[config.mk]
export PLATFORM = sky130hd
export DESIGN_NAME = mini_alu_seq
export DESIGN_NICKNAME = d
export VERILOG_FILES = /design/src/rtl/mini_alu_pkg.sv /design/src/rtl/mini_alu_ret_stack.sv /design/src/rtl/mini_alu_seq.sv
export SDC_FILE = /design/constraint.sdc
export NUM_CORES = 1
export LEC_CHECK = 0
export BUFFER_PORTS_ARGS = -buffer_cell sky130_fd_sc_hd__buf_2
export CAP_MARGIN = 0
export CORE_AREA = 8 8 135 169
export CTS_CLUSTER_SIZE = 25
export DETAILED_ROUTE_END_ITERATION = 8
export DIE_AREA = 0 0 143 177
export SETUP_SLACK_MARGIN = 0.02
export SKIP_CTS_REPAIR_TIMING = 1
export SYNTH_ARGS = -nofsm -noshare
export SYNTH_HDL_FRONTEND = slang
export SYNTH_HIERARCHICAL = 1
export SYNTH_SLANG_ARGS = --single-unit
[constraint.sdc]
create_clock -name Clock -period 3.05 [get_ports Clock]
set_input_delay 0.1525 -clock Clock [delete_from_list [all_inputs] [get_ports Clock]]
set_output_delay 0.1525 -clock Clock [all_outputs]
set_load 0.005 [all_outputs]
[src/rtl/mini_alu_pkg.sv]
// Shared definitions for the mini-ALU sequencer: opcodes, FSM states and instruction field layout.
package mini_alu_pkg;

  localparam int INSTR_W  = 28;
  localparam int OP_LSB   = 24;
  localparam int OP_W     = 4;
  localparam int DEST_LSB = 16;
  localparam int SRC1_LSB = 8;
  localparam int SRC0_LSB = 0;
  localparam int FIELD_W  = 8;

  localparam logic [OP_W-1:0] OP_NOP  = 4'd0;
  localparam logic [OP_W-1:0] OP_ADD  = 4'd1;
  localparam logic [OP_W-1:0] OP_SUB  = 4'd2;
  localparam logic [OP_W-1:0] OP_STO  = 4'd3;
  localparam logic [OP_W-1:0] OP_BLE  = 4'd4;
  localparam logic [OP_W-1:0] OP_JMP  = 4'd5;
  localparam logic [OP_W-1:0] OP_LED  = 4'd6;
  localparam logic [OP_W-1:0] OP_CALL = 4'd7;
  localparam logic [OP_W-1:0] OP_RET  = 4'd8;
  localparam logic [OP_W-1:0] OP_SMUL = 4'd9;
  localparam logic [OP_W-1:0] OP_LCD  = 4'd10;
  localparam logic [OP_W-1:0] OP_SLH  = 4'd11;

  typedef enum logic [1:0] {
    ST_FETCH,
    ST_EXEC,
    ST_MUL,
    ST_LCD_WAIT
  } state_e;

endpackage

[src/rtl/mini_alu_ret_stack.sv]
// Return-address LIFO for CALL/RET: DEPTH entries of W bits with full/empty flags.
module mini_alu_ret_stack #(
  parameter int DEPTH = 4,
  parameter int W     = 16
) (
  input  logic         clk,
  input  logic         rst_n,
  input  logic         push_i,
  input  logic         pop_i,
  input  logic [W-1:0] push_data_i,
  output logic [W-1:0] top_o,
  output logic         full_o,
  output logic         empty_o
);
  localparam int PTR_W = $clog2(DEPTH) + 1;

  logic [PTR_W-1:0] sp_q, sp_d, sp_m1;
  logic [W-1:0]     mem_q [DEPTH];

  assign sp_m1   = sp_q - PTR_W'(1);
  assign full_o  = (sp_q == PTR_W'(DEPTH));
  assign empty_o = (sp_q == '0);
  assign top_o   = mem_q[sp_m1[PTR_W-2:0]];

  always_comb begin
    sp_d = sp_q;
    if (push_i && !full_o)      sp_d = sp_q + PTR_W'(1);
    else if (pop_i && !empty_o) sp_d = sp_m1;
  end

  always_ff @(posedge clk or negedge rst_n) begin
    if (!rst_n) sp_q <= '0;
    else        sp_q <= sp_d;
  end

  // NOTE: entries need no reset; the pointer alone decides which ones are valid.
  always_ff @(posedge clk) begin
    if (push_i && !full_o) mem_q[sp_q[PTR_W-2:0]] <= push_data_i;
  end

endmodule

[src/rtl/mini_alu_seq.sv]
// Mini-ALU sequencer: ROM fetch, dual-read RAM execute/write-back, CALL/RET stack, LED and LCD handshake.
// Define MINI_ALU_SMUL_EN to compile in the multi-cycle signed shift-add multiplier (SMUL).
module mini_alu_seq
  import mini_alu_pkg::*;
#(
  parameter int DATA_W    = 16,
  parameter int IP_W      = 16,
  parameter int RAS_DEPTH = 4
) (
  input  logic               Clock,
  input  logic               Reset,
  output logic [IP_W-1:0]    oIP,
  input  logic [INSTR_W-1:0] iInstruction,
  output logic [7:0]         oReadAddr0,
  output logic [7:0]         oReadAddr1,
  input  logic [DATA_W-1:0]  iReadData0,
  input  logic [DATA_W-1:0]  iReadData1,
  output logic               oWriteEnable,
  output logic [7:0]         oWriteAddr,
  output logic [DATA_W-1:0]  oWriteData,
  output logic [7:0]         oLed,
  output logic [3:0]         oLCD_data,
  output logic               oLCD_writeEN,
  input  logic               iLCD_response,
  output logic               oStackFault
);
  state_e             state_q, state_d;
  logic [IP_W-1:0]    ip_q, ip_d, ip_inc, dest_ip, ras_top;
  logic [INSTR_W-1:0] ir_q, ir_d;
  logic [7:0]         led_q, led_d, waddr;
  logic [3:0]         lcd_data_q, lcd_data_d;
  logic               lcd_en_q, lcd_en_d, fault_q, fault_d;
  logic               push, pop, ras_full, ras_empty, we;
  logic [OP_W-1:0]    op;
  logic [FIELD_W-1:0] dest;
  logic [DATA_W-1:0]  s0, s1, wdata, sto_val;

  assign op      = ir_q[OP_LSB +: OP_W];
  assign dest    = ir_q[DEST_LSB +: FIELD_W];
  assign s0      = iReadData0;
  assign s1      = iReadData1;
  assign ip_inc  = ip_q + IP_W'(1);
  assign dest_ip = IP_W'(dest);
  // {src1,src0} is a signed 16-bit immediate, sign-extended or truncated to the data width.
  assign sto_val = DATA_W'($signed(ir_q[SRC0_LSB +: 2*FIELD_W]));

`ifdef MINI_ALU_SMUL_EN
  localparam int CNT_W = (DATA_W > 1) ? $clog2(DATA_W) : 1;
  logic [DATA_W-1:0] mcand_q, mcand_d, mplier_q, mplier_d, acc_q, acc_d, acc_step;
  logic [CNT_W-1:0]  cnt_q, cnt_d;

  // Low DATA_W bits of a two's-complement product match the unsigned product.
  assign acc_step = acc_q + (mplier_q[0] ? mcand_q : '0);

  always_ff @(posedge Clock or negedge Reset) begin
    if (!Reset) begin
      mcand_q  <= '0;
      mplier_q <= '0;
      acc_q    <= '0;
      cnt_q    <= '0;
    end else begin
      mcand_q  <= mcand_d;
      mplier_q <= mplier_d;
      acc_q    <= acc_d;
      cnt_q    <= cnt_d;
    end
  end
`endif

  // NOTE: non-blocking assignments keep every register sampling pre-edge values.
  always_ff @(posedge Clock or negedge Reset) begin
    if (!Reset) begin
      state_q    <= ST_FETCH;
      ip_q       <= '0;
      ir_q       <= '0;
      led_q      <= '0;
      lcd_data_q <= '0;
      lcd_en_q   <= 1'b0;
      fault_q    <= 1'b0;
    end else begin
      state_q    <= state_d;
      ip_q       <= ip_d;
      ir_q       <= ir_d;
      led_q      <= led_d;
      lcd_data_q <= lcd_data_d;
      lcd_en_q   <= lcd_en_d;
      fault_q    <= fault_d;
    end
  end

  // NOTE: every output of this block gets a default first so no latch is inferred.
  always_comb begin
    state_d    = state_q;
    ip_d       = ip_q;
    ir_d       = ir_q;
    led_d      = led_q;
    lcd_data_d = lcd_data_q;
    lcd_en_d   = lcd_en_q;
    fault_d    = fault_q;
    push       = 1'b0;
    pop        = 1'b0;
    we         = 1'b0;
    waddr      = '0;
    wdata      = '0;
`ifdef MINI_ALU_SMUL_EN
    mcand_d    = mcand_q;
    mplier_d   = mplier_q;
    acc_d      = acc_q;
    cnt_d      = cnt_q;
`endif
    case (state_q)
      ST_FETCH: begin
        ir_d    = iInstruction;
        state_d = ST_EXEC;
      end
      ST_EXEC: begin
        ip_d    = ip_inc;
        state_d = ST_FETCH;
        case (op)
          OP_ADD:  begin we = 1'b1; waddr = dest; wdata = s1 + s0; end
          OP_SUB:  begin we = 1'b1; waddr = dest; wdata = s1 - s0; end
          OP_STO:  begin we = 1'b1; waddr = dest; wdata = sto_val; end
          OP_BLE:  if ($signed(s1) <= $signed(s0)) ip_d = dest_ip;
          OP_JMP:  ip_d = dest_ip;
          OP_LED:  led_d = s1[7:0];
          OP_CALL: begin
            if (ras_full) fault_d = 1'b1;
            else begin push = 1'b1; ip_d = dest_ip; end
          end
          OP_RET: begin
            if (ras_empty) fault_d = 1'b1;
            else begin pop = 1'b1; ip_d = ras_top; end
          end
`ifdef MINI_ALU_SMUL_EN
          OP_SMUL: begin
            ip_d     = ip_q;
            state_d  = ST_MUL;
            mcand_d  = s0;
            mplier_d = s1;
            acc_d    = '0;
            cnt_d    = '0;
          end
`endif
          OP_LCD, OP_SLH: begin
            ip_d       = ip_q;
            state_d    = ST_LCD_WAIT;
            lcd_en_d   = 1'b1;
            lcd_data_d = (op == OP_LCD) ? s1[7:4] : s1[3:0];
          end
          default: ;
        endcase
      end
`ifdef MINI_ALU_SMUL_EN
      ST_MUL: begin
        acc_d    = acc_step;
        mcand_d  = mcand_q << 1;
        mplier_d = mplier_q >> 1;
        cnt_d    = cnt_q + CNT_W'(1);
        if (cnt_q == CNT_W'(DATA_W - 1)) begin
          we      = 1'b1;
          waddr   = dest;
          wdata   = acc_step;
          ip_d    = ip_inc;
          state_d = ST_FETCH;
        end
      end
`endif
      ST_LCD_WAIT: begin
        if (iLCD_response) begin
          lcd_en_d = 1'b0;
          ip_d     = ip_inc;
          state_d  = ST_FETCH;
        end
      end
      default: state_d = ST_FETCH;
    endcase
  end

  mini_alu_ret_stack #(
    .DEPTH (RAS_DEPTH),
    .W     (IP_W)
  ) u_ret_stack (
    .clk         (Clock),
    .rst_n       (Reset),
    .push_i      (push),
    .pop_i       (pop),
    .push_data_i (ip_inc),
    .top_o       (ras_top),
    .full_o      (ras_full),
    .empty_o     (ras_empty)
  );

  assign oIP          = ip_q;
  assign oReadAddr0   = ir_q[SRC0_LSB +: FIELD_W];
  assign oReadAddr1   = ir_q[SRC1_LSB +: FIELD_W];
  assign oWriteEnable = we;
  assign oWriteAddr   = waddr;
  assign oWriteData   = wdata;
  assign oLed         = led_q;
  assign oLCD_data    = lcd_data_q;
  assign oLCD_writeEN = lcd_en_q;
  assign oStackFault  = fault_q;

endmodule
==> results.py, run 1 <==
metrics = {
    "sta": {
        "finClkSkew_ns": 0.0310,
        "rsz0062_at_grt": "false",
        "finalSetupViolCount": 0,
        "period_share_pct": 89.3,
        "drv_slew": 0,
        "period_needed_ns": 2.72,
        "max_slew_margin_pct": 46.1,
        "fin_setup_tns_ns": 0,
        "final_hold_viol_count": 0,
        "worstMarginPinSlew_ns": 0.809,
        "fmax_mhz": 367,
    },
    "logic_synthesis": {
        "synth.area.top_cells": "edfxtp_1, dfrtp_1, ha_1",
        "synth.top_cell.area_share_pct": 24.3,
        "synth-seq-area-share_pct": 44.2,
        "yosysWarnings": 6,
        "synth_nets": 816,
        "synthesis.area_um2": 7910,
        "synth_flop_cell": "edfxtp_1",
        "syn_area_per_cell_um2": 11.1,
        "ys_seq_elements": 127,
        "synthCells": 713,
        "ys_async_sr_fraction_pct": 49.6,
        "yosysUniqueCellTypes": 78,
        "synth_top_cell_by_area": "edfxtp_1",
        "synth_edf_count": 64,
    },
    "power_and_ir_drop": {
        "power.share.switching_pct": 37.9,
        "p_leak_uw": 0.00395,
        "p_per_area_nw_per_um2": 900,
        "pwr-share-seq_pct": 34.2,
        "vdd_drop_max_mv": 0.471,
        "clkPwrFrac_pct": 24.0,
        "combPwrFrac_pct": 41.8,
        "p_sw_uw": 3270,
        "p_int_uw": 5360,
    },
    "placement": {
        "gp_congestion": 0.855,
        "dpl.cell_count": 1085,
        "port_buffers": 133,
        "hpwl_mm": 15.9,
        "placed_area_um2": 8700,
    },
    "run": {
        "maxCapViolCount": 0,
    },
    "floorplan": {
        "rows": 59,
        "dieHeight_um": 177,
        "die_w_um": 143,
        "io_pins": 134,
        "fp.dieArea_um2": 25300,
        "start_util_pct": 39.0,
        "coreArea_um2": 20300,
    },
    "routing": {
        "drc_errors": 0,
        "vias": 6002,
        "routed_wl_mm": 21.7,
        "viasPerCell": 5.24,
        "wl_per_cell_um": 18.9,
        "ant_nets": 0,
        "drt_first_pass_iters": 5,
        "drtIter0Drc": 366,
    },
    "final_layout": {
        "diodes": 0,
        "layout_commonest_cell": "buf_2",
        "final_area_um2": 9590,
        "instances_no_fill": 1146,
        "areaGrowthSynthToFinish_pct": 21.3,
        "final_cell_mix": "buf_2, edfxtp_1, nor2_1, dfrtp_1, a21oi_1",
        "nNetsFinal": 962,
        "nFillCells": 1920,
        "multi_input_area_um2": 3860,
        "final_layout_size_suffix_gt1_share_pct": 31.2,
        "layout.area.seq_um2": 3500,
    },
    "outcome": {
        "status": "complete, no violations",
    },
    "grt": {
        "grt_start_max_net_pins": 36,
        "antenna_found_initial": 0,
        "grt_pass1_vias": 6055,
        "grt_pass1_wl_mm": 33.5,
        "grtUsageTotal_pct": 17.3,
        "overflow": 0,
    },
    "setup_path": {
        "crit_required_ns": 2.90,
        "worstSetupPathType": "flop to output port",
        "cp-start-kind": "flop",
        "arrival_ns": 2.57,
        "end_kind": "output port",
        "path_max_fanout": 14,
    },
    "clocking": {
        "clk_latency_ns": 0.43,
        "cts_tree": "done",
        "cts_htree_levels": 4,
        "cts_buffers": 17,
        "clockBufferDepth": 2,
        "clock_sinks": 127,
        "cts.clk_slew.worst_paths_ns": 0.06,
        "clock-root-buffer": "clkbuf_16",
    },
    "min_path": {
        "min_path_type": "input pin to flop",
    },
}
-- power by group through the flow --
stage | combinational, uW | clock, uW | sequential (uW)
final | 3610 | 2070 | 2950
after floorplan | 2740 | 0 | 2750
after detailed placement | 3620 | 0 | 2980
after global placement | 3580 | 0 | 2970
after CTS | 3640 | 2120 | 2950
after global routing | 3980 | 2190 | 3030
-- routing by layer --
metal	up-vias	GRT usage (%)	part of all wire [%]
met2	160	30.6	52
met5	-	0	0
li1	2891	-	-
met1	2925	19.9	41
met3	26	3.78	5.1
met4	0	6.52	1.9
-- path summary, 6_finish.rpt --
kind,end,cells past startpoint,slack [ns],startpoint
worst max-delay path,oWriteData[13],7,0.33,ir_q[25]
worst min-delay path,oLed[3],2,0.02,iReadData1[3]
worst max register to register,u_ret_stack/mem_q[3][4],8,0.66,u_ret_stack/sp_q[1]
worst min register to register,oStackFault,1,0.46,oStackFault
max in group asynchronous,oStackFault,3,2.02,Reset
min in group asynchronous,oIP[3],2,0.36,Reset
-- metrics by stage --
step / total power [uW] / worst slack, ns / hold slack (ns) / util (%)
global placement: 6550 / 0.405 / 0.296 / 42.9
finish: 8630 / 0.328 / 0.0230 / 47.3
global route: 9200 / 0.107 / 0.0163 / 47.3
CTS: 8700 / 0.334 / -0.160 / 45.8
floorplan: 5490 / 0.415 / -0.143 / -
detailed placement: 6600 / 0.412 / 0.297 / 42.9
-- kinds of logic after synthesis --
logic type | Yosys count | share of synthesized area [%]
and+or+nand+nor | 202 | 13.0
AOI/OAI and AO/OA | 156 | 14.9
DFF | 127 | 44.2
buffers and inverters | 98 | 7.03
muxes | 57 | 10.7
adders and majority gates | 40 | 6.52
xor gates and xnor gates | 33 | 3.65
-- Yosys cell counts, types with 4 or more instances --
cell / n
mux2i_1: 6
clkbuf_1: 13
mux4_1: 8
a22oi_1: 8
o21ai_0: 18
nand2_1: 37
a21oi_1: 44
buf_6: 11
a222oi_1: 5
nand4_1: 9
a221oi_2: 9
a31oi_1: 6
and2_1: 16
o22ai_1: 4
o21ai_1: 4
nand3_1: 18
nor4_1: 4
nor3_1: 9
nor2b_1: 7
mux4_2: 8
ha_1: 38
buf_4: 20
buf_2: 9
a21o_1: 5
nand3b_1: 4
nand2b_1: 9
nor2_1: 64
dfrtp_1: 63
xor2_1: 10
a221oi_1: 7
a21oi_2: 8
inv_1: 39
xnor2_1: 23
mux2_2: 35
or2_2: 4
edfxtp_1: 64
or3_1: 7
-- flip-flops by register name, summed over array words and instances (netlist names) --
signal	cells
oLed	8
oLCD_writeEN	1
oLCD_data	4
u_ret_stack/mem_q	64
u_ret_stack/sp_q	3
ir_q	28
oIP	16
oStackFault	1
state_q	2
-- worst max-delay path, cell delays in order, from the launching register on --
cell     delay, ns
dfrtp_1       0.63
nor2b_1       0.22
nand2_1       0.18
buf_4         0.22
or3_1         0.30
o31a_1        0.28
a21oi_1       0.17
buf_2         0.15
-- cell type report --
type / instances / share of cell area, %
clock buffer: 18 / 4.58
clock inverter: 14 / 1.72
inverter: 41 / 1.60
multi-input combinational: 488 / 40.2
sequential: 127 / 36.5
tap: 274 / 3.57
timing repair buffer: 184 / 11.8
(Power assumes the default switching activity.)
==> run 2, diff against run 1 <==
--- a/config.mk
+++ b/config.mk
@@ -5,12 +5,13 @@
 export SDC_FILE = /design/constraint.sdc
 export NUM_CORES = 1
 export LEC_CHECK = 0
+export ABC_AREA = 1
 export BUFFER_PORTS_ARGS = -buffer_cell sky130_fd_sc_hd__buf_2
 export CAP_MARGIN = 0
-export CORE_AREA = 8 8 135 169
+export CORE_AREA = 8 8 138 173
 export CTS_CLUSTER_SIZE = 25
 export DETAILED_ROUTE_END_ITERATION = 8
-export DIE_AREA = 0 0 143 177
+export DIE_AREA = 0 0 146 181
 export SETUP_SLACK_MARGIN = 0.02
 export SKIP_CTS_REPAIR_TIMING = 1
 export SYNTH_ARGS = -nofsm -noshare
==> run 2 against run 1 <==
Critical path depth grew 3. Largest cell class unchanged. Largest power group unchanged. The run now ends with negative hold slack left. Via count increased by 21%. Synthesized area increased by 5.0%. Non-clock buffer count shrank 15. Highest routed layer unchanged. Global-route usage up 0.83 points. Sequential share of layout area is 1.4 points lower.
==> results.py, run 2 <==
metrics = {
    "clocking": {
        "cts_htree_levels": 4,
        "clk_latency_ns": 0.43,
        "clock_sinks": 127,
        "clock-root-buffer": "clkbuf_16",
        "cts_buffers": 17,
        "cts.clk_slew.worst_paths_ns": 0.07,
        "cts_tree": "done",
        "clockBufferDepth": 2,
    },
    "setup_path": {
        "rr_worst_depth": 10,
        "cp-start-kind": "flop",
        "end_kind": "flop",
        "crit_required_ns": 3.15,
        "worstSetupPathType": "flop to flop",
        "arrival_ns": 2.65,
        "path_max_fanout": 20,
    },
    "logic_synthesis": {
        "synth.top_cell.area_share_pct": 23.1,
        "synth.most_common_cell": "nand2_1",
        "synth_flop_cell": "edfxtp_1",
        "ys_seq_elements": 127,
        "synthCells": 1029,
        "synth_edf_count": 64,
        "synth_top_cell_by_area": "edfxtp_1",
        "yosysUniqueCellTypes": 51,
        "syn_area_per_cell_um2": 8.07,
        "yosysWarnings": 6,
        "synth-seq-area-share_pct": 42.1,
        "synth.area.top_cells": "edfxtp_1, dfrtp_1, nand2_1",
        "synth_nets": 1132,
        "ys_async_sr_fraction_pct": 49.6,
        "synth_common_cells": "nand2_1, inv_1, nor2_1",
        "synthesis.area_um2": 8300,
    },
    "power_and_ir_drop": {
        "p_int_uw": 5150,
        "vdd_drop_max_mv": 0.476,
        "power.share.switching_pct": 44.3,
        "combPwrFrac_pct": 46.7,
        "p_leak_uw": 0.00490,
        "p_per_area_nw_per_um2": 926,
        "p_sw_uw": 4090,
        "clkPwrFrac_pct": 23.0,
        "pwr-share-seq_pct": 30.3,
    },
    "outcome": {
        "violations": "negative hold slack",
        "status": "finished, violations left",
    },
    "grt": {
        "grt_start_max_net_pins": 64,
        "antenna_found_initial": 0,
        "grtUsageTotal_pct": 18.1,
        "grt_pass1_wl_mm": 38.0,
        "grt_pass1_vias": 7294,
        "overflow": 0,
    },
    "sta": {
        "finalSetupViolCount": 0,
        "drv_slew": 0,
        "final_hold_viol_count": 1,
        "fmax_mhz": 392,
        "worstMarginPinSlew_ns": 0.845,
        "fin_setup_tns_ns": 0,
        "max_slew_margin_pct": 43.7,
        "whs_ns": -0.0143,
        "period_needed_ns": 2.55,
        "finClkSkew_ns": 0.0132,
        "period_share_pct": 83.7,
        "rsz0062_at_grt": "false",
    },
    "floorplan": {
        "dieHeight_um": 181,
        "rows": 60,
        "fp.dieArea_um2": 26400,
        "io_pins": 134,
        "coreArea_um2": 21200,
        "die_w_um": 146,
        "start_util_pct": 39.2,
    },
    "final_layout": {
        "diodes": 0,
        "final_cell_mix": "nand2_1, inv_1, buf_2",
        "final_layout_size_suffix_gt1_share_pct": 21.6,
        "nNetsFinal": 1276,
        "nFillCells": 2117,
        "areaGrowthSynthToFinish_pct": 20.2,
        "largest_reg_flops": 64,
        "layout_commonest_cell": "nand2_1",
        "instances_no_fill": 1465,
    },
    "placement": {
        "dpl.cell_count": 1407,
        "hpwl_mm": 18.5,
        "gp_congestion": 0.933,
        "port_buffers": 133,
    },
    "run": {
        "maxCapViolCount": 0,
    },
    "routing": {
        "ant_nets": 0,
        "drt_first_pass_iters": 5,
        "vias": 7261,
        "drtIter0Drc": 452,
        "routed_wl_mm": 24.2,
        "wl_per_cell_um": 16.5,
        "viasPerCell": 4.96,
        "drc_errors": 0,
    },
    "min_path": {
        "hold_path_depth": 3,
        "min_path_type": "input pin to flop",
    },
}
-- run 2: final timing paths --
path	slack (ns)	to	startpoint
min reg2reg	0.48	oLCD_writeEN	oLCD_writeEN
min in group asynchronous	0.45	oLed[4]	Reset
max	0.50	u_ret_stack/mem_q[1][4]	u_ret_stack/sp_q[0]
min	-0.01	ir_q[23]	iInstruction[23]
max reg2reg	0.50	u_ret_stack/mem_q[1][4]	u_ret_stack/sp_q[0]
max in group asynchronous	2.04	ir_q[9]	Reset
-- run 2: routing by layer --
metal	vias up	part of all wire, %	GRT usage, %
li1	3644	-	-
met1	3318	41	21.0
met2	261	50	31.4
met3	38	6.8	4.95
met4	0	2.2	6.61
met5	-	0	0
-- run 2: cells by family (layout without fill, tap and decap cells) --
kind of cell,count (synthesis),count (layout),synth area share (%)
xor+xnor,13,13,1.37
compound gates,208,208,14.8
buf+inv,208,365,11.0
simple gates,421,421,22.9
mux,12,12,1.63
flops,127,127,42.1
fa+ha+maj,40,40,6.21
-- run 2: power by group through the flow --
stage	Combinational (uW)	Clock (uW)	Sequential [uW]
after floorplan	3020	0	2740
after CTS	4330	2160	2790
after global placement	4300	0	2810
final	4320	2130	2800
after global routing	4830	2220	2850
after detailed placement	4310	0	2820
-- run 2: worst max-delay path: stages, from the launching register on --
cell and delay (ns):
dfrtp_1 0.71, inv_2 0.12, ha_1 0.24, nand2_1 0.08, inv_1 0.05, inv_1 0.04
nand2_1 0.14, nor2_1 0.17, nand2_1 0.23, nor2_1 0.17, buf_4 0.28
-- run 2: stage by stage --
step	total power (uW)	setup slack [ns]	area (um^2)	util, %
2_1_floorplan	5760	0.428	8300	-
3_5_place_dp	7130	0.564	9100	43.0
5_1_grt	9900	0.256	9980	47.1
3_3_place_gp	7110	0.583	9100	43.0
6_report	9240	0.497	9980	47.1
4_1_cts	9280	0.501	9720	45.9
-- run 2: final cells by class --
type | instances | area, um^2 | share of cell area (%)
Clock buffer | 17 | 425 | 4.26
Clock inverter | 15 | 190 | 1.91
Inverter | 164 | 617 | 6.18
Multi-Input combinational cell | 694 | 3900 | 39.1
Sequential cell | 127 | 3500 | 35.1
Tap cell | 279 | 349 | 3.50
Timing Repair Buffer | 169 | 1000 | 10.0
==> run 3, diff against run 2 <==
==> constraint.sdc (replaced) <==
create_clock -name Clock -period 2.13 [get_ports Clock]
set_input_delay 0.1065 -clock Clock [delete_from_list [all_inputs] [get_ports Clock]]
set_output_delay 0.1065 -clock Clock [all_outputs]
set_load 0.005 [all_outputs]
==> run 3 against run 2 <==
The flow still finishes with violations (negative hold slack). Utilization grew 4.8 points. Via count grew 5.3%. Power grew 49%. Worst setup slack lost 0.43 ns. Register-to-register slack lost 0.32 ns. Clock-buffer cell count is the same.
==> results.py, run 3 (synthesis gave the netlist of run 2 again) <==
metrics = {
    "outcome": {
        "status": "finished, violations left",
        "violations": "negative hold slack",
    },
    "final_layout": {
        "instances_no_fill": 1543,
        "multi_input_area_um2": 4250,
        "largest_reg_flops": 64,
        "nFillCells": 2042,
        "final_cell_mix": "nand2_1, inv_1, buf_2",
        "final_layout_size_suffix_gt1_share_pct": 31.3,
        "nNetsFinal": 1354,
        "diodes": 0,
        "layout.area.seq_um2": 3500,
        "layout_commonest_cell": "nand2_1",
        "areaGrowthSynthToFinish_pct": 32.5,
    },
    "grt": {
        "overflow": 0,
        "grt_start_max_net_pins": 35,
        "grt_pass1_wl_mm": 39.6,
        "grt_pass1_vias": 7698,
        "grtUsageTotal_pct": 18.8,
        "antenna_found_initial": 1,
    },
    "placement": {
        "port_buffers": 133,
        "gp_congestion": 0.873,
        "dpl.cell_count": 1472,
        "post-place-ws_ns": -0.113,
        "hpwl_mm": 19.1,
    },
    "power_and_ir_drop": {
        "power.share.switching_pct": 44.2,
        "p_leak_uw": 0.00530,
        "pwr-share-seq_pct": 29.0,
        "p_sw_uw": 6100,
        "p_int_uw": 7710,
        "p_per_area_nw_per_um2": 1260,
        "combPwrFrac_pct": 50.2,
        "vdd_drop_max_mv": 0.733,
        "clkPwrFrac_pct": 20.8,
        "power_uw": 13800,
    },
    "clocking": {
        "clk_latency_ns": 0.43,
        "clock-root-buffer": "clkbuf_16",
        "clockBufferDepth": 2,
        "cts.clk_slew.worst_paths_ns": 0.06,
        "cts_buffers": 17,
        "clock_sinks": 127,
        "cts_htree_levels": 4,
        "cts_tree": "done",
    },
    "routing": {
        "top_layer": "met5",
        "drtIter0Drc": 439,
        "ant_nets": 0,
        "drt_first_pass_iters": 5,
        "dr_wl_met3_mm": 1.27,
        "vias": 7646,
        "wl_met2_mm": 13.0,
        "viasPerCell": 4.96,
        "drc_errors": 0,
        "met1_length_mm": 10.3,
        "routed_wl_mm": 25.3,
        "wl_per_cell_um": 16.4,
    },
    "sta": {
        "rsz0062_at_grt": "true",
        "period_needed_ns": 2.06,
        "finClkSkew_ns": 0.00871,
        "worstMarginPinSlew_ns": 0.882,
        "fmax_mhz": 485,
        "drv_slew": 0,
        "whs_ns": -0.0323,
        "final.setup.worst_slack_ns": 0.0677,
        "period_share_pct": 96.8,
        "max_slew_margin_pct": 41.2,
        "fin_setup_tns_ns": 0,
        "finalSetupViolCount": 0,
        "final_hold_viol_count": 1,
    },
    "run": {
        "maxCapViolCount": 0,
    },
    "setup_path": {
        "cp-start-kind": "input pin",
        "worstSetupPathType": "input pin to output port",
        "path_max_fanout": 3,
        "end_kind": "output port",
        "arrival_ns": 1.96,
        "crit_required_ns": 2.02,
    },
    "floorplan": {
        "coreArea_um2": 21200,
        "rows": 60,
        "die_w_um": 146,
        "io_pins": 134,
        "dieHeight_um": 181,
        "fp.dieArea_um2": 26400,
        "start_util_pct": 39.2,
    },
    "min_path": {
        "min_path_type": "input pin to flop",
    },
}
==> run 3: cell count changes in the layout (fill, tap and decap cells not counted), moves of 11 or more <==
cell     change
nand2_1     -11
buf_4       +66
nor2_1      -12
o21ai_1     +11
o21ai_0     -12
==> run 3: worst max-delay path, cell delays in order <==
cell and delay [ns]:
buf_4 0.14, ha_4 0.16, fa_2 0.39, nand3_2 0.09
nand2_2 0.08, a21oi_4 0.24, inv_2 0.07, a21oi_2 0.16
o21ai_1 0.09, a21oi_2 0.13, nor2_1 0.05, nor2_1 0.12
buf_2 0.13
==> run 3: path summary, 6_finish.rpt <==
kind	startpoint	cells past startpoint	slack (ns)	end
worst max register to register	oIP[0]	9	0.18	u_ret_stack/mem_q[3][12]
worst min register to register	oLCD_data[3]	2	0.49	oLCD_data[3]
worst max-delay path	iReadData0[0]	13	0.07	oWriteData[8]
max in group asynchronous	Reset	3	1.07	ir_q[11]
min in group asynchronous	Reset	2	0.33	oLed[3]
worst min-delay path	iReadData1[0]	3	-0.03	oLed[0]
==> run 3: area by class of cell <==
type | count | share of cell area [%]
multi-input combinational | 694 | 38.6
sequential | 127 | 31.8
timing repair buffer | 247 | 15.3
inverter | 164 | 5.72
clock buffer | 17 | 3.87
tap | 279 | 3.17
clock inverter | 15 | 1.48
==> run 3: through the flow <==
step	util, %	instance area, um^2
4_1_cts	48.6	10300
3_3_place_gp	45.9	9710
6_report	52.0	11000
3_5_place_dp	45.9	9710
5_1_grt	52.0	11000
2_1_floorplan	-	8350
==> run 3: power groups by stage <==
| stage | clock, uW | combinational (uW) | sequential (uW) |
|---|---|---|---|
| after global placement | 0 | 6480 | 4000 |
| after global routing | 3010 | 7800 | 4090 |
| final | 2870 | 6940 | 4010 |
| after floorplan | 0 | 4370 | 3920 |
| after CTS | 2930 | 6610 | 3970 |
| after detailed placement | 0 | 6570 | 4010 |
==> run 3: per-layer routing <==
| metal | up-vias | global-route usage (%) |
|---|---|---|
| met5 | - | 0 |
| li1 | 3798 | - |
| met1 | 3591 | 21.3 |
| met4 | 2 | 6.57 |
| met3 | 49 | 4.88 |
| met2 | 206 | 33.6 |
